File: config.mk
export PLATFORM = sky130hd
export DESIGN_NAME = apb_rr_master
export DESIGN_NICKNAME = d
export VERILOG_FILES = /design/src/rtl/apb_rr_master.sv
export SDC_FILE = /design/constraint.sdc
export NUM_CORES = 1
export LEC_CHECK = 0
export CAP_MARGIN = 20
export CORE_MARGIN = 2
export CORE_UTILIZATION = 33
export DETAILED_ROUTE_END_ITERATION = 10
export PLACE_DENSITY = 0.69
export SLEW_MARGIN = 20
export SYNTH_ARGS = -nofsm -noshare
export SYNTH_HDL_FRONTEND = slang
export SYNTH_SLANG_ARGS = --single-unit
File: constraint.sdc
create_clock -name clk -period 3 [get_ports clk]
set_clock_uncertainty 0.15 [all_clocks]
set_input_delay 0.3 -clock clk [delete_from_list [all_inputs] [get_ports clk]]
set_output_delay 0.3 -clock clk [all_outputs]
set_load 0.01 [all_outputs]
File: src/rtl/apb_rr_master.sv
// apb_rr_master: two-requester round-robin APB master.
// Serialises requests from two ports onto one APB slave, sequences
// SETUP/ACCESS, returns per-requester completion and read data, and aborts
// an ACCESS phase that sees no PREADY within TIMEOUT wait cycles.
module apb_rr_master #(
    parameter int ADDR_W  = 32,
    parameter int DATA_W  = 32,
    parameter int TIMEOUT = 15
) (
    input  logic              clk,
    input  logic              reset,
    input  logic [1:0]        req,
    input  logic [1:0]        wr,
    input  logic [ADDR_W-1:0] addr0,
    input  logic [ADDR_W-1:0] addr1,
    input  logic [DATA_W-1:0] wdata0,
    input  logic [DATA_W-1:0] wdata1,
    output logic [1:0]        done,
    output logic              err,
    output logic [DATA_W-1:0] rdata,
    output logic [ADDR_W-1:0] PADDR,
    output logic              PSEL,
    output logic              PENABLE,
    output logic              PWRITE,
    output logic [DATA_W-1:0] PWDATA,
    input  logic [DATA_W-1:0] PRDATA,
    input  logic              PREADY
);

    typedef enum logic [1:0] {
        S_IDLE   = 2'd0,
        S_SETUP  = 2'd1,
        S_ACCESS = 2'd2
    } state_t;

    localparam logic [7:0] TIMEOUT_CNT = 8'(TIMEOUT);

    state_t            r_state;
    state_t            w_next;
    logic              r_last_grant;
    logic              r_grant;
    logic [7:0]        r_wait;
    logic [1:0]        r_done;
    logic              r_err;
    logic [DATA_W-1:0] r_rdata;
    logic [ADDR_W-1:0] r_paddr;
    logic              r_pwrite;
    logic [DATA_W-1:0] r_pwdata;

    logic [1:0]        w_elig;
    logic              w_pick;
    logic              w_start;
    logic              w_complete;
    logic              w_timeout;

    // Requester whose done is pulsing this cycle sits out one arbitration round;
    // on a tie the requester that did not win last time is chosen.
    always_comb begin
        w_elig = req & ~r_done;
        w_pick = (w_elig == 2'b11) ? ~r_last_grant : w_elig[1];
    end

    // State register; async reset also drops PSEL/PENABLE immediately.
    always_ff @(posedge clk or negedge reset) begin
        if (!reset) r_state <= S_IDLE;
        else        r_state <= w_next;
    end

    // Next-state and APB phase decode.
    always_comb begin
        w_next     = r_state;
        w_start    = 1'b0;
        w_complete = 1'b0;
        w_timeout  = 1'b0;
        PSEL       = 1'b0;
        PENABLE    = 1'b0;
        case (r_state)
            S_IDLE: begin
                if (|w_elig) begin
                    w_start = 1'b1;
                    w_next  = S_SETUP;
                end
            end
            S_SETUP: begin
                PSEL   = 1'b1;
                w_next = S_ACCESS;
            end
            S_ACCESS: begin
                PSEL    = 1'b1;
                PENABLE = 1'b1;
                if (PREADY) begin
                    w_complete = 1'b1;
                    w_next     = S_IDLE;
                end else if (r_wait == TIMEOUT_CNT) begin
                    w_timeout = 1'b1;
                    w_next    = S_IDLE;
                end
            end
            default: w_next = S_IDLE;
        endcase
    end

    // Grant capture, wait counter and per-requester completion/read data.
    always_ff @(posedge clk or negedge reset) begin
        if (!reset) begin
            r_last_grant <= 1'b1;
            r_grant      <= 1'b0;
            r_wait       <= 8'd0;
            r_done       <= 2'b00;
            r_err        <= 1'b0;
            r_rdata      <= '0;
            r_paddr      <= '0;
            r_pwrite     <= 1'b0;
            r_pwdata     <= '0;
        end else begin
            r_done <= 2'b00;
            r_err  <= 1'b0;
            if (w_start) begin
                r_paddr      <= w_pick ? addr1 : addr0;
                r_pwdata     <= w_pick ? wdata1 : wdata0;
                r_pwrite     <= wr[w_pick];
                r_grant      <= w_pick;
                r_last_grant <= w_pick;
            end
            if (r_state == S_SETUP) begin
                r_wait <= 8'd0;
            end else if (r_state == S_ACCESS && !PREADY) begin
                r_wait <= r_wait + 8'd1;
            end
            if (w_complete || w_timeout) begin
                r_done[r_grant] <= 1'b1;
                r_err           <= w_timeout;
                if (!r_pwrite) r_rdata <= w_timeout ? '0 : PRDATA;
            end
        end
    end

    assign done   = r_done;
    assign err    = r_err;
    assign rdata  = r_rdata;
    assign PADDR  = r_paddr;
    assign PWRITE = r_pwrite;
    assign PWDATA = r_pwdata;

endmodule

==> results by group, run 1 <==
Detailed routing
  • Via count: about 4500
  • Wirelength per Cell: 15.4 microns
  • Drt drc: 0
  • Drt pass-1 iters: 5
  • Starting DRC count in detailed routing: 200
  • Vias per cell: between 4 and 5
  • DRT Wirelength: roughly 14 mm
  • DRT antenna net count: 0

Synth
  • Largest family of logic cells by synthesized area: simple AND/OR/NAND/NOR gates
  • Mapped Cells: 501
  • XOR/XNOR share of the synthesized area: roughly 1.1%
  • Post-synthesis register bit count: 112
  • Post-Syn Area: 0.00481 sq mm
  • Yosys warns: 0
  • Syn_area_per_cell: between 9 and 10 sq um
  • Post-synthesis adder-cell area fraction: under 10%
  • Compound-Gate Fraction of Synth Area: 15.4%
  • Synth unique cells: 34
  • Post-synthesis simple-gate area fraction: 19.1%
  • Mapped Nets: between 600 and 700
  • Sequential share of the synthesized area: 58.3%
  • Mux cell area share after synthesis: 0.936%

Timing
  • Min Hold Slack: 296 ps
  • RSZ-0062 raised after global routing: false
  • # setup viols final: 0
  • TNS Setup: 0 ps
  • Max-slew headroom: between 50 and 60%
  • Final Hold Viols: 0
  • Period utilization: about three quarters
  • Max Slew Vio Count: 0
  • Fmax: roughly 440 MHz
  • Worst Tran Pin Value: approximately 710 ps
  • Setup WS post-layout: approximately 700 ps
  • Tmin final: roughly 2300 ps

Layout
  • Nets: 922
  • Storage cell area: 0.00280 sq mm
  • Layout area overhead: 66.3%
  • Multi-input logic area: about 0.0018 sq mm
  • Layout cell share with drive strength beyond 1: around 5.2%
  • ANT cells: 0
  • # fillers: around 1300
  • Layout Cells excl Fill: 939

Placement
  • Placed Instances: 922
  • Gpl congestion: between 0.7 and 0.8
  • PortBufs: roughly 270
  • Dpl hpwl: 10.5 mm
  • Pre-CTS setup slack: between 700 and 800 ps

Die
  • Core ar.: approximately 0.014 sq mm
  • DIE HEIGHT: 125 microns
  • Row cnt: 44
  • Ports: between 200 and 300
  • Die area: ~0.016 sq mm
  • Initial Utilization: around a third
  • Die X: roughly 120 microns

Worst setup path
  • Reg2reg end: r_state[1]$_DFFE_PN0P_
  • CP peak stage delay: between 600 and 700 ps
  • Crit-path cells: inv_1 > ha_1 > clkdlybuf4s50_1
  • Critical path's top delay family: buffers and inverters
  • Crit Reg-Reg Startpoint: r_state[0]$_DFFE_PN0P_
  • Worst Setup End Kind: output pin
  • R2r setup slk: about 780 ps
  • WS Path Type: reg -> out
  • Worst Path Required: 2550 ps
  • R2R depth: 6
  • Last element of the critical path: PENABLE
  • Crit path max fanout: 7
  • Levels on crit path: 3
  • Startpoint types: flip-flop
  • WP data arrival: between 1500 and 2000 ps
  • Buf/Inv on CP: 2
  • Crit. Startpoint: r_state[0]$_DFFE_PN0P_
  • Slowest-stage cell, CP: clkdlybuf4s50_1

Clock network
  • Post-CTS setup buffer count: 0
  • Clock sink count: approximately 110
  • Clk slew on worst S/H paths: roughly 70 ps
  • Root Driver: clkbuf_16
  • TritonCTS clock tree: built
  • H-tree depth: 3
  • CTS buffer count: 9
  • Worst skew pair latency: roughly 350 ps
  • CTS resizes: 0
  • Clock buffer depth: 2
  • Hold buffer count at CTS: 1

Power and ir drop
  • Comb power frac: 47.9%
  • Leakage: 3.40 nW
  • Internal power: between 4 and 5 mW
  • VDD IR max: approximately 0.00036 V
  • Flop pwr share: between 30% and 40%
  • PwrDens: about 940 mW/mm^2
  • Sw Ratio: ~34%
  • Net switching power: 2.56 mW
  • Total Power: approximately 7.5 mW
  • Clock Power Share: between 10% and 20%

Global route
  • Pin count of the biggest net entering global routing: between 60 and 70
  • Vias in the first global route: around 4700
  • Total track usage: 18.9%
  • First-pass GRT wire length: approximately 24 mm
  • Overflow after GRT: 0
  • Antenna violations before repair: 0

Hold path
  • Hold Path Class: reg -> reg

Status
  • Status: completed

Job
  • Max_cap viols: 0
[final cells by class]
cell class	count	share of cell area (%)
clock buffer	10	2.99
multi-input combinational	348	23.0
inverter	4	0.188
tap	184	2.88
clock inverter	6	1.13
sequential	112	35.0
timing repair buffer	275	34.8
[worst min path at each step]
stage	from	end	cells past startpoint
6_report	r_grant$_DFFE_PN0P_	done[0]$_DFF_PN0_	1
5_1_grt	r_grant$_DFFE_PN0P_	done[0]$_DFF_PN0_	1
4_1_cts	r_grant$_DFFE_PN0P_	done[0]$_DFF_PN0_	1
2_1_floorplan	reset	PADDR[0]$_DFFE_PN0P_	0
3_3_place_gp	reset	PADDR[31]$_DFFE_PN0P_	1
3_5_place_dp	reset	PADDR[31]$_DFFE_PN0P_	1
[through the flow]
| stage | area, sq um | util [%] |
|---|---|---|
| finish | 8000 | 55.7 |
| global route | 8000 | 55.7 |
| CTS | 8000 | 55.7 |
| detailed placement | 7660 | 53.3 |
| global placement | 7660 | 53.3 |
| floorplan | 4810 | - |
[worst register-to-register path, stage by stage, from the launching register on]
cell and delay [ps]:
dfrtp_1 400, inv_1 110, ha_1 350, nor2b_1 420, o21ai_0 160, o31ai_1 140
mux2_2 380
[power groups by stage]
stage / Clock [mW] / Sequential [mW] / Combinational [mW]
floorplan: 0 / 2.92 / 1.33
global placement: 0 / 2.61 / 3.60
detailed placement: 0 / 2.64 / 3.65
CTS: 1.36 / 2.62 / 3.67
global route: 1.41 / 2.72 / 3.91
finish: 1.31 / 2.62 / 3.61
[logic make-up (layout without fill, tap and decap cells)]
| kind of cell | after synthesis | count (layout) |
|---|---|---|
| and+or+nand+nor | 229 | 229 |
| DFF | 112 | 112 |
| AOI/OAI and AO/OA | 104 | 104 |
| buffers and inverters | 41 | 295 |
| xor gates and xnor gates | 6 | 6 |
| adders and majority gates | 5 | 5 |
| muxes | 4 | 4 |
[cell usage after synthesis]
| master | number | area, sq um |
|---|---|---|
| a21oi_1 | 2 | 10.0 |
| a22o_1 | 30 | 263 |
| a22o_2 | 2 | 20.0 |
| a31oi_1 | 65 | 407 |
| and2_1 | 1 | 6.26 |
| and3_2 | 1 | 7.51 |
| buf_1 | 9 | 33.8 |
| buf_2 | 6 | 30.0 |
| buf_6 | 3 | 33.8 |
| clkbuf_1 | 19 | 71.3 |
| dfrtp_1 | 111 | 2780 |
| dfstp_2 | 1 | 26.3 |
| ha_1 | 5 | 62.6 |
| inv_1 | 4 | 15.0 |
| mux2_2 | 4 | 45.0 |
| nand2_1 | 139 | 522 |
| nand2b_1 | 1 | 6.26 |
| nand3_1 | 2 | 10.0 |
| nand3b_1 | 1 | 7.51 |
| nand3b_4 | 1 | 20.0 |
| nand4_1 | 1 | 6.26 |
| nor2_1 | 73 | 274 |
| nor2b_1 | 3 | 18.8 |
| nor3_1 | 2 | 10.0 |
| nor4_1 | 1 | 6.26 |
| o21a_1 | 1 | 7.51 |
| o21ai_0 | 2 | 10.0 |
| o21bai_4 | 1 | 18.8 |
| o31ai_1 | 1 | 7.51 |
| or3_2 | 1 | 7.51 |
| or4_1 | 1 | 7.51 |
| or4_4 | 1 | 11.3 |
| xnor2_1 | 3 | 26.3 |
| xor2_1 | 3 | 26.3 |
[registers in the layout, indices dropped and copies added, names as in the netlist]
signal,count
r_wait,8
PADDR,32
r_grant,1
PWDATA,32
done,2
rdata,32
r_state,2
err,1
PWRITE,1
r_last_grant,1
[layout by cell type, fill, tap and decap left out, types with 3 or more instances in the layout]
cell	Yosys	routed
a22o_1	30	30
a31oi_1	65	65
buf_12	0	4
buf_4	0	3
clkbuf_16	0	9
clkdlybuf4s50_1	0	267
dfrtp_1	111	111
ha_1	5	5
inv_1	4	4
mux2_2	4	4
nand2_1	139	138
nor2_1	73	72
nor2b_1	3	3
xnor2_1	3	3
xor2_1	3	3
[metal layers]
layer	GRT usage (%)	vias to the layer above	wire, microns
met4	7.67	0	395
li1	-	2203	-
met5	0	-	0
met2	31.1	200	6840
met1	21.7	2110	5810
met3	7.77	28	1410
Note: power is estimated with default switching activity, not from simulation.
==> run 2: changes to the inputs <==
Clock period 3 ns to 2.2 ns, I/O delays scaled along.
==> results by group, run 2 (synthesis gave the netlist of run 1 again) <==
Layout
  • Core Util, Final: 56.1% (+0.37 points)
  • Commonest non-fill, non-tap cells in the layout: clkdlybuf4s50_1, nand2_1, dfrtp_1, nor2_1, a31oi_1
  • Most common cell after layout, fill and taps aside: clkdlybuf4s50_1
  • Layout cell share with drive strength beyond 1: 6.41% (+1.2 points)
  • Cell area after layout: 0.00805 sq mm (+0.66%)
  • Layout area overhead: 67.4%
  • ANT cells: 0 (unchanged)
  • Storage cell area: 0.00280 sq mm (unchanged)
  • Nets: 932 (+1.1%)
  • # fillers: 1255 (-1.8%)
  • Multi-input logic area: 0.00184 sq mm (unchanged)

Die
  • Row cnt: 44 (unchanged)
  • Die area: 0.0156 sq mm (unchanged)
  • Initial Utilization: 33.5% (unchanged)
  • Ports: 269 (unchanged)
  • Die X: 125 microns (unchanged)
  • Core ar.: 0.0144 sq mm (unchanged)
  • DIE HEIGHT: 125 microns (unchanged)

Timing
  • Period utilization: about 96%
  • Worst Tran Pin Value: 430 ps (-280 ps)
  • Tmin final: ~2100 ps
  • # setup viols final: 0 (unchanged)
  • RSZ-0062 raised after global routing: true
  • TNS Setup: 0 ps (unchanged)
  • Setup WS post-layout: 83.0 ps (-637 ps)
  • Fmax: 472 MHz
  • Max-slew headroom: 71.3% (+19 points)
  • Final Hold Viols: 0 (unchanged)
  • Max Slew Vio Count: 0 (unchanged)

Clock network
  • Worst skew pair latency: 350 ps (about the same)
  • Clk slew on worst S/H paths: 70 ps (about the same)
  • Clock sink count: 112 (unchanged)
  • TritonCTS clock tree: built
  • Post-CTS setup buffer count: 0 (unchanged)
  • CTS buffer count: 9 (unchanged)
  • H-tree depth: 3 (unchanged)
  • Root Driver: clkbuf_16
  • Clock buffer depth: 2 (unchanged)

Worst setup path
  • Slowest-stage cell, CP: or4_4
  • WS Path Type: reg -> reg
  • Levels on crit path: 4 (+1)
  • Critical path's top delay family: simple AND/OR/NAND/NOR gates
  • R2R depth: 4 (-2)
  • Crit-path cells: or4_4 > o21bai_4 > nand3b_4 > a22o_2
  • WP data arrival: 2200 ps (+370 ps)
  • Worst Path Required: 2280 ps (-270 ps)
  • CP peak stage delay: 560 ps (-60 ps)
  • Buf/Inv on CP: 0 (-2)
  • Worst Setup End Kind: flip-flop
  • Startpoint types: flip-flop
  • Crit path max fanout: 32 (+25)

Global route
  • Total track usage: 19.0% (+0.10 points)
  • Overflow after GRT: 0 (unchanged)
  • First-pass GRT wire length: 23.6 mm (+0.35%)
  • Antenna violations before repair: 0 (unchanged)
  • Vias in the first global route: 4618 (-0.69%)
  • Pin count of the biggest net entering global routing: 73 (+7.4%)

Detailed routing
  • DRT Wirelength: 14.7 mm (+1.9%)
  • Via count: 4544 (+0.066%)
  • Drt pass-1 iters: 4 (-1)
  • Wirelength per Cell: 15.5 microns (+0.82%)
  • Vias per cell: 4.79 (-0.99%)
  • DRT antenna net count: 0 (unchanged)
  • Starting DRC count in detailed routing: 200 (unchanged)
  • Drt drc: 0 (unchanged)

Power and ir drop
  • PwrDens: 1270 mW/mm^2 (+35%)
  • Total Power: 10.2 mW (+35%)
  • Leakage: 3.45 nW (+1.5%)
  • VDD IR max: 0.000448 V (+24%)

Placement
  • Gpl congestion: 0.791 (+1.8%)
  • Pre-CTS setup slack: 109 ps (-677 ps)
  • Placed cell areas: 0.00775 sq mm (+1.1%)
  • PortBufs: 268 (unchanged)
  • Dpl hpwl: 10.9 mm (+4.2%)

Status
  • Status: completed

Hold path
  • Hold Path Class: in -> async

Job
  • Max_cap viols: 0 (unchanged)
==> run 2: changes by cell type in the layout (fill, tap and decap cells not counted) <==
cell	change
clkdlybuf4s50_1	-1
buf_4	+9
buf_12	+1
bufinv_16	-2
clkinv_4	+1
clkbuf_8	+1
dlymetal6s2s_1	+1
==> run 2: report_power, final <==
part           leakage, nW  total (mW)  internal, mW  switching (mW)
Sequential            1.33        3.59          3.03           0.557
Clock                0.142        1.61         0.838           0.769
Combinational         1.98        5.02          2.80            2.21
Total                 3.45        10.2          6.67            3.54
==> run 2: layout make-up <==
| cell class | instances | area share, % |
|---|---|---|
| clock buffer | 11 | 3.14 |
| timing repair buffer | 285 | 35.7 |
| sequential | 112 | 34.8 |
| inverter | 4 | 0.186 |
| multi-input combinational | 348 | 22.8 |
| tap | 184 | 2.86 |
| clock inverter | 5 | 0.482 |
==> run 2: routing by layer <==
| metal | up-vias | share of wire [%] | track usage (%) |
|---|---|---|---|
| met3 | 18 | 8.9 | 6.19 |
| met1 | 2123 | 42 | 23.0 |
| li1 | 2218 | - | - |
| met2 | 185 | 47 | 31.5 |
| met5 | - | 0 | 0 |
| met4 | 0 | 1.8 | 7.01 |
==> run 2: path summary, 6_finish.rpt <==
check / start / slack, ps / to
worst max-delay path: r_wait[4]$_DFFE_PN0P_ / 80 / rdata[0]$_DFFE_PN0P_
worst min-delay path: reset / 170 / rdata[15]$_DFFE_PN0P_
worst max register to register: r_wait[4]$_DFFE_PN0P_ / 80 / rdata[0]$_DFFE_PN0P_
worst min register to register: r_grant$_DFFE_PN0P_ / 300 / done[0]$_DFF_PN0_
max in group asynchronous: reset / 960 / r_last_grant$_DFFE_PN1P_
min in group clk: addr1[16] / 270 / PADDR[16]$_DFFE_PN0P_
==> run 2: metrics by stage <==
step / std cells / hold WS, ps
floorplan: 501 / -226
global placement: 932 / 6.89
detailed placement: 932 / 10.5
CTS: 949 / 170
global route: 949 / 208
finish: 949 / 172
==> run 2: timing repair <==
| action | CTS | global route |
|---|---|---|
| hold buffers | 1 | 0 |
| hold endpoints to repair | 26 | 0 |
| setup endpoints to repair | 0 | 3 |
| resized for setup | 0 | 1 |
==> run 2: worst reg2reg max path, cell delays in order (launching register included) <==
cell and delay (ps):
dfrtp_1 430, or4_4 560, o21bai_4 200, nand3b_4 330, a22o_2 340
